===== src/rtl/touchscreen_adc_ctrl_if.sv =====
// Sample handshake between the touch ADC controller and the interface stage.
interface touchscreen_adc_ctrl_if;
  logic        TS_STB;
  logic        TS_ACK;
  logic [11:0] TS_DAT_X;
  logic [11:0] TS_DAT_Y;

  modport master (
    output TS_STB,
    output TS_DAT_X,
    output TS_DAT_Y,
    input  TS_ACK
  );

  modport slave (
    input  TS_STB,
    input  TS_DAT_X,
    input  TS_DAT_Y,
    output TS_ACK
  );
endinterface


===== src/rtl/touchscreen_adc_ctrl.sv =====
// XPT2046/ADS7843-class touch ADC poller: pen-gated, rate-limited X then Y
// 24-clock SPI conversions, a settle/pen re-check, then a STB/ACK handshake.
module touchscreen_adc_ctrl #(
  parameter int unsigned CLK_DIV       = 25,
  parameter int unsigned SAMPLE_PERIOD = 1000000,
  parameter int unsigned SETTLE_CYC    = 16
) (
  input  logic                   CLK,
  input  logic                   RST,
  output logic                   TS_SCLK,
  output logic                   TS_CS_N,
  output logic                   TS_MOSI,
  input  logic                   TS_MISO,
  input  logic                   TS_PENIRQ_N,
  touchscreen_adc_ctrl_if.master ts
);

  localparam int unsigned DivW    = $clog2(CLK_DIV);
  localparam int unsigned PerW    = $clog2(SAMPLE_PERIOD);
  localparam int unsigned WaitMax = (2 * CLK_DIV - 1 > SETTLE_CYC) ? 2 * CLK_DIV - 1 : SETTLE_CYC;
  localparam int unsigned WaitW   = $clog2(WaitMax + 1);

  typedef enum logic [2:0] {StIdle, StConvX, StGap, StConvY, StSettle, StOut} state_e;

  state_e           state_q, state_d;
  logic [1:0]       sync_q, sync_d;
  logic [PerW-1:0]  per_q, per_d;
  logic [WaitW-1:0] wcnt_q, wcnt_d;
  logic [DivW-1:0]  div_q, div_d;
  logic             hi_q, hi_d;
  logic [4:0]       bit_q, bit_d;
  logic [11:0]      cap_q, cap_d;
  logic [11:0]      x_hold_q, x_hold_d;
  logic [11:0]      dat_x_q, dat_x_d;
  logic [11:0]      dat_y_q, dat_y_d;
  logic             stb_q, stb_d;
  logic             sclk_q, sclk_d;
  logic             cs_n_q, cs_n_d;
  logic             mosi_q, mosi_d;

  logic             pen_dn;
  logic             conv_d;
  logic [7:0]       cmd;

  assign pen_dn = ~sync_q[1];

  // State register and registered SPI/handshake outputs.
  always_ff @(posedge CLK) begin
    if (!RST) begin
      state_q  <= StIdle;
      sync_q   <= 2'b11;
      per_q    <= '0;
      wcnt_q   <= '0;
      div_q    <= '0;
      hi_q     <= 1'b0;
      bit_q    <= '0;
      cap_q    <= '0;
      x_hold_q <= '0;
      dat_x_q  <= '0;
      dat_y_q  <= '0;
      stb_q    <= 1'b0;
      sclk_q   <= 1'b0;
      cs_n_q   <= 1'b1;
      mosi_q   <= 1'b0;
    end else begin
      state_q  <= state_d;
      sync_q   <= sync_d;
      per_q    <= per_d;
      wcnt_q   <= wcnt_d;
      div_q    <= div_d;
      hi_q     <= hi_d;
      bit_q    <= bit_d;
      cap_q    <= cap_d;
      x_hold_q <= x_hold_d;
      dat_x_q  <= dat_x_d;
      dat_y_q  <= dat_y_d;
      stb_q    <= stb_d;
      sclk_q   <= sclk_d;
      cs_n_q   <= cs_n_d;
      mosi_q   <= mosi_d;
    end
  end

  // Next-state: sequencing, SCLK phase timing, MISO capture, result load.
  always_comb begin
    state_d  = state_q;
    sync_d   = {sync_q[0], TS_PENIRQ_N};
    per_d    = (per_q == '0) ? '0 : per_q - 1'b1;
    wcnt_d   = wcnt_q;
    div_d    = div_q;
    hi_d     = hi_q;
    bit_d    = bit_q;
    cap_d    = cap_q;
    x_hold_d = x_hold_q;
    dat_x_d  = dat_x_q;
    dat_y_d  = dat_y_q;

    unique case (state_q)
      StIdle: begin
        if (pen_dn && per_q == '0) begin
          state_d = StConvX;
          per_d   = PerW'(SAMPLE_PERIOD - 1);
        end
      end
      StConvX, StConvY: begin
        // Sample in the first high cycle of periods 10..21 (bit index 9..20).
        if (hi_q && div_q == '0 && bit_q >= 5'd9 && bit_q <= 5'd20) begin
          cap_d = {cap_q[10:0], TS_MISO};
        end
        if (div_q == DivW'(CLK_DIV - 1)) begin
          div_d = '0;
          hi_d  = ~hi_q;
          if (hi_q) begin
            if (bit_q == 5'd23) begin
              bit_d  = '0;
              wcnt_d = '0;
              if (state_q == StConvX) begin
                state_d  = StGap;
                x_hold_d = cap_q;
              end else begin
                state_d = StSettle;
              end
            end else begin
              bit_d = bit_q + 5'd1;
            end
          end
        end else begin
          div_d = div_q + 1'b1;
        end
      end
      StGap: begin
        if (wcnt_q == WaitW'(2 * CLK_DIV - 1)) begin
          state_d = StConvY;
          wcnt_d  = '0;
        end else begin
          wcnt_d = wcnt_q + 1'b1;
        end
      end
      StSettle: begin
        // SETTLE_CYC idle cycles, then one cycle that decides on pen_dn.
        if (wcnt_q == WaitW'(SETTLE_CYC)) begin
          wcnt_d = '0;
          if (pen_dn) begin
            state_d = StOut;
            dat_x_d = x_hold_q;
            dat_y_d = cap_q;
          end else begin
            state_d = StIdle;
          end
        end else begin
          wcnt_d = wcnt_q + 1'b1;
        end
      end
      StOut: begin
        if (ts.TS_ACK) state_d = StIdle;
      end
      default: state_d = StIdle;
    endcase

    // Outputs are derived from next-state so the registered pins line up with state_q.
    conv_d = (state_d == StConvX) || (state_d == StConvY);
    cmd    = (state_d == StConvY) ? 8'h90 : 8'hD0;
    sclk_d = conv_d && hi_d;
    cs_n_d = ~conv_d;
    mosi_d = conv_d && (bit_d < 5'd8) && cmd[3'd7 - bit_d[2:0]];
    stb_d  = (state_d == StOut);
  end

  assign TS_SCLK     = sclk_q;
  assign TS_CS_N     = cs_n_q;
  assign TS_MOSI     = mosi_q;
  assign ts.TS_STB   = stb_q;
  assign ts.TS_DAT_X = dat_x_q;
  assign ts.TS_DAT_Y = dat_y_q;

endmodule


===== src/flat_wrapper.sv =====
// flat-port wrapper written by rule: the top's interface ports become plain ports
module touchscreen_adc_ctrl_flat 
#(
  parameter int unsigned CLK_DIV       = 25,
  parameter int unsigned SAMPLE_PERIOD = 1000000,
  parameter int unsigned SETTLE_CYC    = 16
)
  (CLK, RST, TS_SCLK, TS_CS_N, TS_MOSI, TS_MISO, TS_PENIRQ_N, ts_TS_STB, ts_TS_DAT_X, ts_TS_DAT_Y, ts_TS_ACK);
  touchscreen_adc_ctrl_if ts_i ();
  input  logic CLK;
  input  logic RST;
  output logic TS_SCLK;
  output logic TS_CS_N;
  output logic TS_MOSI;
  input  logic TS_MISO;
  input  logic TS_PENIRQ_N;
  output wire logic [$bits(ts_i.TS_STB)-1:0] ts_TS_STB;
  output wire logic [$bits(ts_i.TS_DAT_X)-1:0] ts_TS_DAT_X;
  output wire logic [$bits(ts_i.TS_DAT_Y)-1:0] ts_TS_DAT_Y;
  input wire logic [$bits(ts_i.TS_ACK)-1:0] ts_TS_ACK;
  assign ts_TS_STB = ts_i.TS_STB;
  assign ts_TS_DAT_X = ts_i.TS_DAT_X;
  assign ts_TS_DAT_Y = ts_i.TS_DAT_Y;
  assign ts_i.TS_ACK = ts_TS_ACK;
  touchscreen_adc_ctrl #(.CLK_DIV(CLK_DIV), .SAMPLE_PERIOD(SAMPLE_PERIOD), .SETTLE_CYC(SETTLE_CYC)) u_core (.CLK(CLK), .RST(RST), .TS_SCLK(TS_SCLK), .TS_CS_N(TS_CS_N), .TS_MOSI(TS_MOSI), .TS_MISO(TS_MISO), .TS_PENIRQ_N(TS_PENIRQ_N), .ts(ts_i));
endmodule

===== config.mk =====
export PLATFORM = sky130hd
export DESIGN_NAME = touchscreen_adc_ctrl_flat
export DESIGN_NICKNAME = d
export VERILOG_FILES = /design/src/rtl/touchscreen_adc_ctrl_if.sv /design/src/rtl/touchscreen_adc_ctrl.sv /design/src/flat_wrapper.sv
export SDC_FILE = /design/constraint.sdc
export NUM_CORES = 1
export LEC_CHECK = 0
export BUFFER_PORTS_ARGS = -buffer_cell sky130_fd_sc_hd__buf_2
export CAP_MARGIN = 5
export CORE_ASPECT_RATIO = 0.6
export CORE_MARGIN = 2
export CORE_UTILIZATION = 61
export CTS_BUF_LIST = sky130_fd_sc_hd__clkbuf_16
export DETAILED_ROUTE_END_ITERATION = 10
export PLACE_DENSITY_LB_ADDON = 0.3
export SYNTH_ARGS = -nofsm -noshare
export SYNTH_HDL_FRONTEND = slang
export SYNTH_SLANG_ARGS = --single-unit
export TNS_END_PERCENT = 100

===== constraint.sdc =====
create_clock -name CLK -period 5.33 [get_ports CLK]
set_input_delay 1.3325 -clock CLK [delete_from_list [all_inputs] [get_ports CLK]]
set_output_delay 1.3325 -clock CLK [all_outputs]
set_load 0.01 [all_outputs]

==> reports/summary.txt <==
status = complete, no violations
area inside the core boundary = 6710 um2
Post-CTS Resized = 0
filler-free cell count of the finished design = 571
capturing element type of the critical path = register
remaining global-route overflow = 0
area enclosed by the die boundary = 7660 um2
Worst-Skew Late Latency = 0.34 ns
maximum resistive drop on vdd = 0.278 mV
number of flops mapped to enable cells by yosys = 0
Final GP Congestion = 0.838
vias per cell = 5.48
endpoints failing hold = 0
library cell with the largest summed area after synthesis = sky130_fd_sc_hd__dfxtp_1
highest cell delay on the worst timing path = 0.65 ns
Adder-Cell Fraction of Synth Area = 0.0295
Gate Count Post-Synth = 459
Sum Neg Setup Slack = 0 ns
number of buffers added on ports = 32
TritonCTS clock tree = done
Initial Util = 0.633
signed area change from the synthesized netlist to the final layout = 9.58%
clock-pin slew reported for the worst setup and hold paths after clock tree synthesis = 0.06 ns
via total after detailed routing = 3130
post-CTS repair timing setup buffer count = 0
Routed Antenna Nets = 0
number of buffers between clock root and the deepest sink = 2
height of the chip = 68.6 um
worst clock skew = 0.00539 ns
dominant combinational cell family by area after synthesis = simple AND/OR/NAND/NOR gates
worst path required time = 5.60 ns
Post-Route WL = 8280 um
CP startpoint kind = primary input
CTS HTree Levels = 3
number of maximum-capacitance violations = 0
count of unresolved DRC violations after routing = 0
async set-or-reset flop fraction in the synthesized netlist = 0
# IOs = 33
number of rows created at floorplan = 23
initial antenna violation count = 0
clock sink count = 94
area share of and/or/nand/nor cells after synthesis = 0.264
post-synthesis compound-gate area fraction = 0.113
Final period util = 0.504
top cells by area, synth = sky130_fd_sc_hd__dfxtp_1, sky130_fd_sc_hd__mux2i_1, sky130_fd_sc_hd__nand2_1, sky130_fd_sc_hd__a21boi_0, sky130_fd_sc_hd__nor2b_1
leakage power = 1.76 nW
Highest Clock Rate = 0.373 GHz
worst hold-check path type = register to register
register bit total from synthesis = 94
CP max FO = 65
arrival time at the worst endpoint = 2.95 ns
overall routing resource usage = 0.236
Detailed Routing Iterations Pass 1 = 4
average instance area after synthesis = 9.25 um2
Inserted Diodes = 0
synthesized cell area = 4250 um2
wire length of the first global-routing pass = 14200 um
min Tclk post-route = 2.68 ns
placed insts = 555
hpwl dp = 5790 um
XOR/XNOR share of the synthesized area = 0.0495
number of buffers added to fix hold violations after cts = 0
proportion of synthesized area in mux cells = 0.0613
relative slew slack = 0.203
power per standard cell area = 372 nW/um2
unrepaired setup endpoints after global routing = false
post-synthesis net count = 474
worst-path cell chain = buf_2, nand3_1, or3_1, o21ai_0
number of unique standard cell types used by synthesis = 51
proportion of netlist area held by the largest area contributor = 0.443
kind of critical path = primary input to register
number of CTS-inserted buffers = 9
Die Width = 112 um
critical-path cell with the highest stage delay = sky130_fd_sc_hd__buf_2
leading cell type in the layout, fill and taps excluded = sky130_fd_sc_hd__dfxtp_1
DRT iter0 DRCs = 134
primary flip-flop cell chosen by synthesis mapping = sky130_fd_sc_hd__dfxtp_1
number of global-route vias before repair = 2857
pin slew with the least headroom to its limit = 1.19 ns
Routed wire per std cell = 14.5 um
highest-count cells in the layout ignoring fill and taps = sky130_fd_sc_hd__dfxtp_1, sky130_fd_sc_hd__nand2_1, sky130_fd_sc_hd__nor2_1
layout cell share with drive strength beyond 1 = 0.128
Layout Nets = 494
pin count of the biggest net entering global routing = 66
buffer cell driving the clock tree root = sky130_fd_sc_hd__clkbuf_16
count of yosys warnings during synthesis = 0
sequential cell area fraction in the yosys report = 0.443
Final Setup Violations = 0
final number of max-transition violations = 0
[worst max-delay path: cells and delay by family]
family	cells	cell delay [ns]
buffers and inverters	1	0.65
and+or+nand+nor	2	0.80
AOI/OAI and AO/OA	1	0.16
[cells by family (layout without fill, tap and decap cells)]
family | Yosys count | after routing
AND/OR/NAND/NOR | 201 | 201
flip-flops | 94 | 94
AO/OA/AOI/OAI | 70 | 70
buffers and inverters | 34 | 59
multiplexers | 26 | 26
XOR/XNOR | 24 | 24
adder cells (fa/ha/maj) | 10 | 10
[per-stage QoR]
step	cell area, um2	hold WS (ns)	total power, W	utilization	setup slack (ns)
global placement	4390	0.391	0.00117	0.655	2.33
finish	4650	0.428	0.00173	0.694	2.65
CTS	4650	0.436	0.00174	0.694	2.64
detailed placement	4390	0.417	0.00118	0.655	2.28
floorplan	4250	0.386	0.00112	-	2.95
global route	4650	0.462	0.00183	0.694	2.35
[state kept, by name, summed over array words and instances (netlist names)]
name / flops
u_core.TS_MOSI: 1
u_core.div_q: 5
u_core.sync_q: 2
u_core.state_q: 3
u_core.ts.TS_DAT_Y: 12
u_core.TS_SCLK: 1
u_core.ts.TS_STB: 1
u_core.per_q: 20
u_core.hi_q: 1
u_core.ts.TS_DAT_X: 12
u_core.bit_q: 5
u_core.cap_q: 12
u_core.TS_CS_N: 1
u_core.wcnt_q: 6
u_core.x_hold_q: 12
[final cells by class]
cell class	instances	area [um2]
fill	540	2050
inverter	10	37.5
multi-input combinational	331	2200
sequential	94	1880
tap	87	109
clock buffer	9	225
timing repair buffer	33	168
clock inverter	7	33.8
[power by group]
part / switching (W) / total (W) / internal [W]
Sequential: 0.0000678 / 0.000832 / 0.000764
Clock: 0.000251 / 0.000559 / 0.000308
Combinational: 0.000179 / 0.000338 / 0.000159
[worst paths after layout]
check	depth (start not counted)	slack (ns)	start	endpoint
worst min register to register	1	0.43	u_core.sync_q[0]	u_core.sync_q[1]
worst max-delay path	4	2.65	RST	u_core.per_q[5]
worst max register to register	6	2.96	u_core.bit_q[0]	u_core.x_hold_q[9]
worst min-delay path	1	0.43	u_core.sync_q[0]	u_core.sync_q[1]
[synthesized netlist by cell type, types with 3 or more instances]
master / number
sky130_fd_sc_hd__dfxtp_1: 94
sky130_fd_sc_hd__nand2_1: 69
sky130_fd_sc_hd__nor2_1: 33
sky130_fd_sc_hd__nor2b_1: 30
sky130_fd_sc_hd__a21boi_0: 26
sky130_fd_sc_hd__mux2i_1: 26
sky130_fd_sc_hd__buf_2: 12
sky130_fd_sc_hd__xnor2_1: 12
sky130_fd_sc_hd__xor2_1: 12
sky130_fd_sc_hd__o21ai_0: 11
sky130_fd_sc_hd__ha_1: 10
sky130_fd_sc_hd__inv_1: 10
sky130_fd_sc_hd__clkbuf_1: 8
sky130_fd_sc_hd__nand3_1: 8
sky130_fd_sc_hd__nor4_1: 8
sky130_fd_sc_hd__a21oi_1: 7
sky130_fd_sc_hd__nand2b_1: 7
sky130_fd_sc_hd__nor3_1: 7
sky130_fd_sc_hd__nand4_1: 6
sky130_fd_sc_hd__a21boi_1: 4
sky130_fd_sc_hd__nand4b_1: 4
sky130_fd_sc_hd__o21ai_1: 4
sky130_fd_sc_hd__o21ai_2: 4
sky130_fd_sc_hd__or3_1: 4
sky130_fd_sc_hd__and2_1: 3
sky130_fd_sc_hd__nor3b_1: 3
sky130_fd_sc_hd__nor4_4: 3
sky130_fd_sc_hd__or4_1: 3
[per-layer routing]
metal	vias up	part of all wire	track usage
met4	0	0.0098	0.0648
met3	7	0.059	0.0717
met1	1440	0.53	0.344
met2	75	0.40	0.338
li1	1608	-	-
met5	-	0	0
Power figures use the tool's default switching activity.
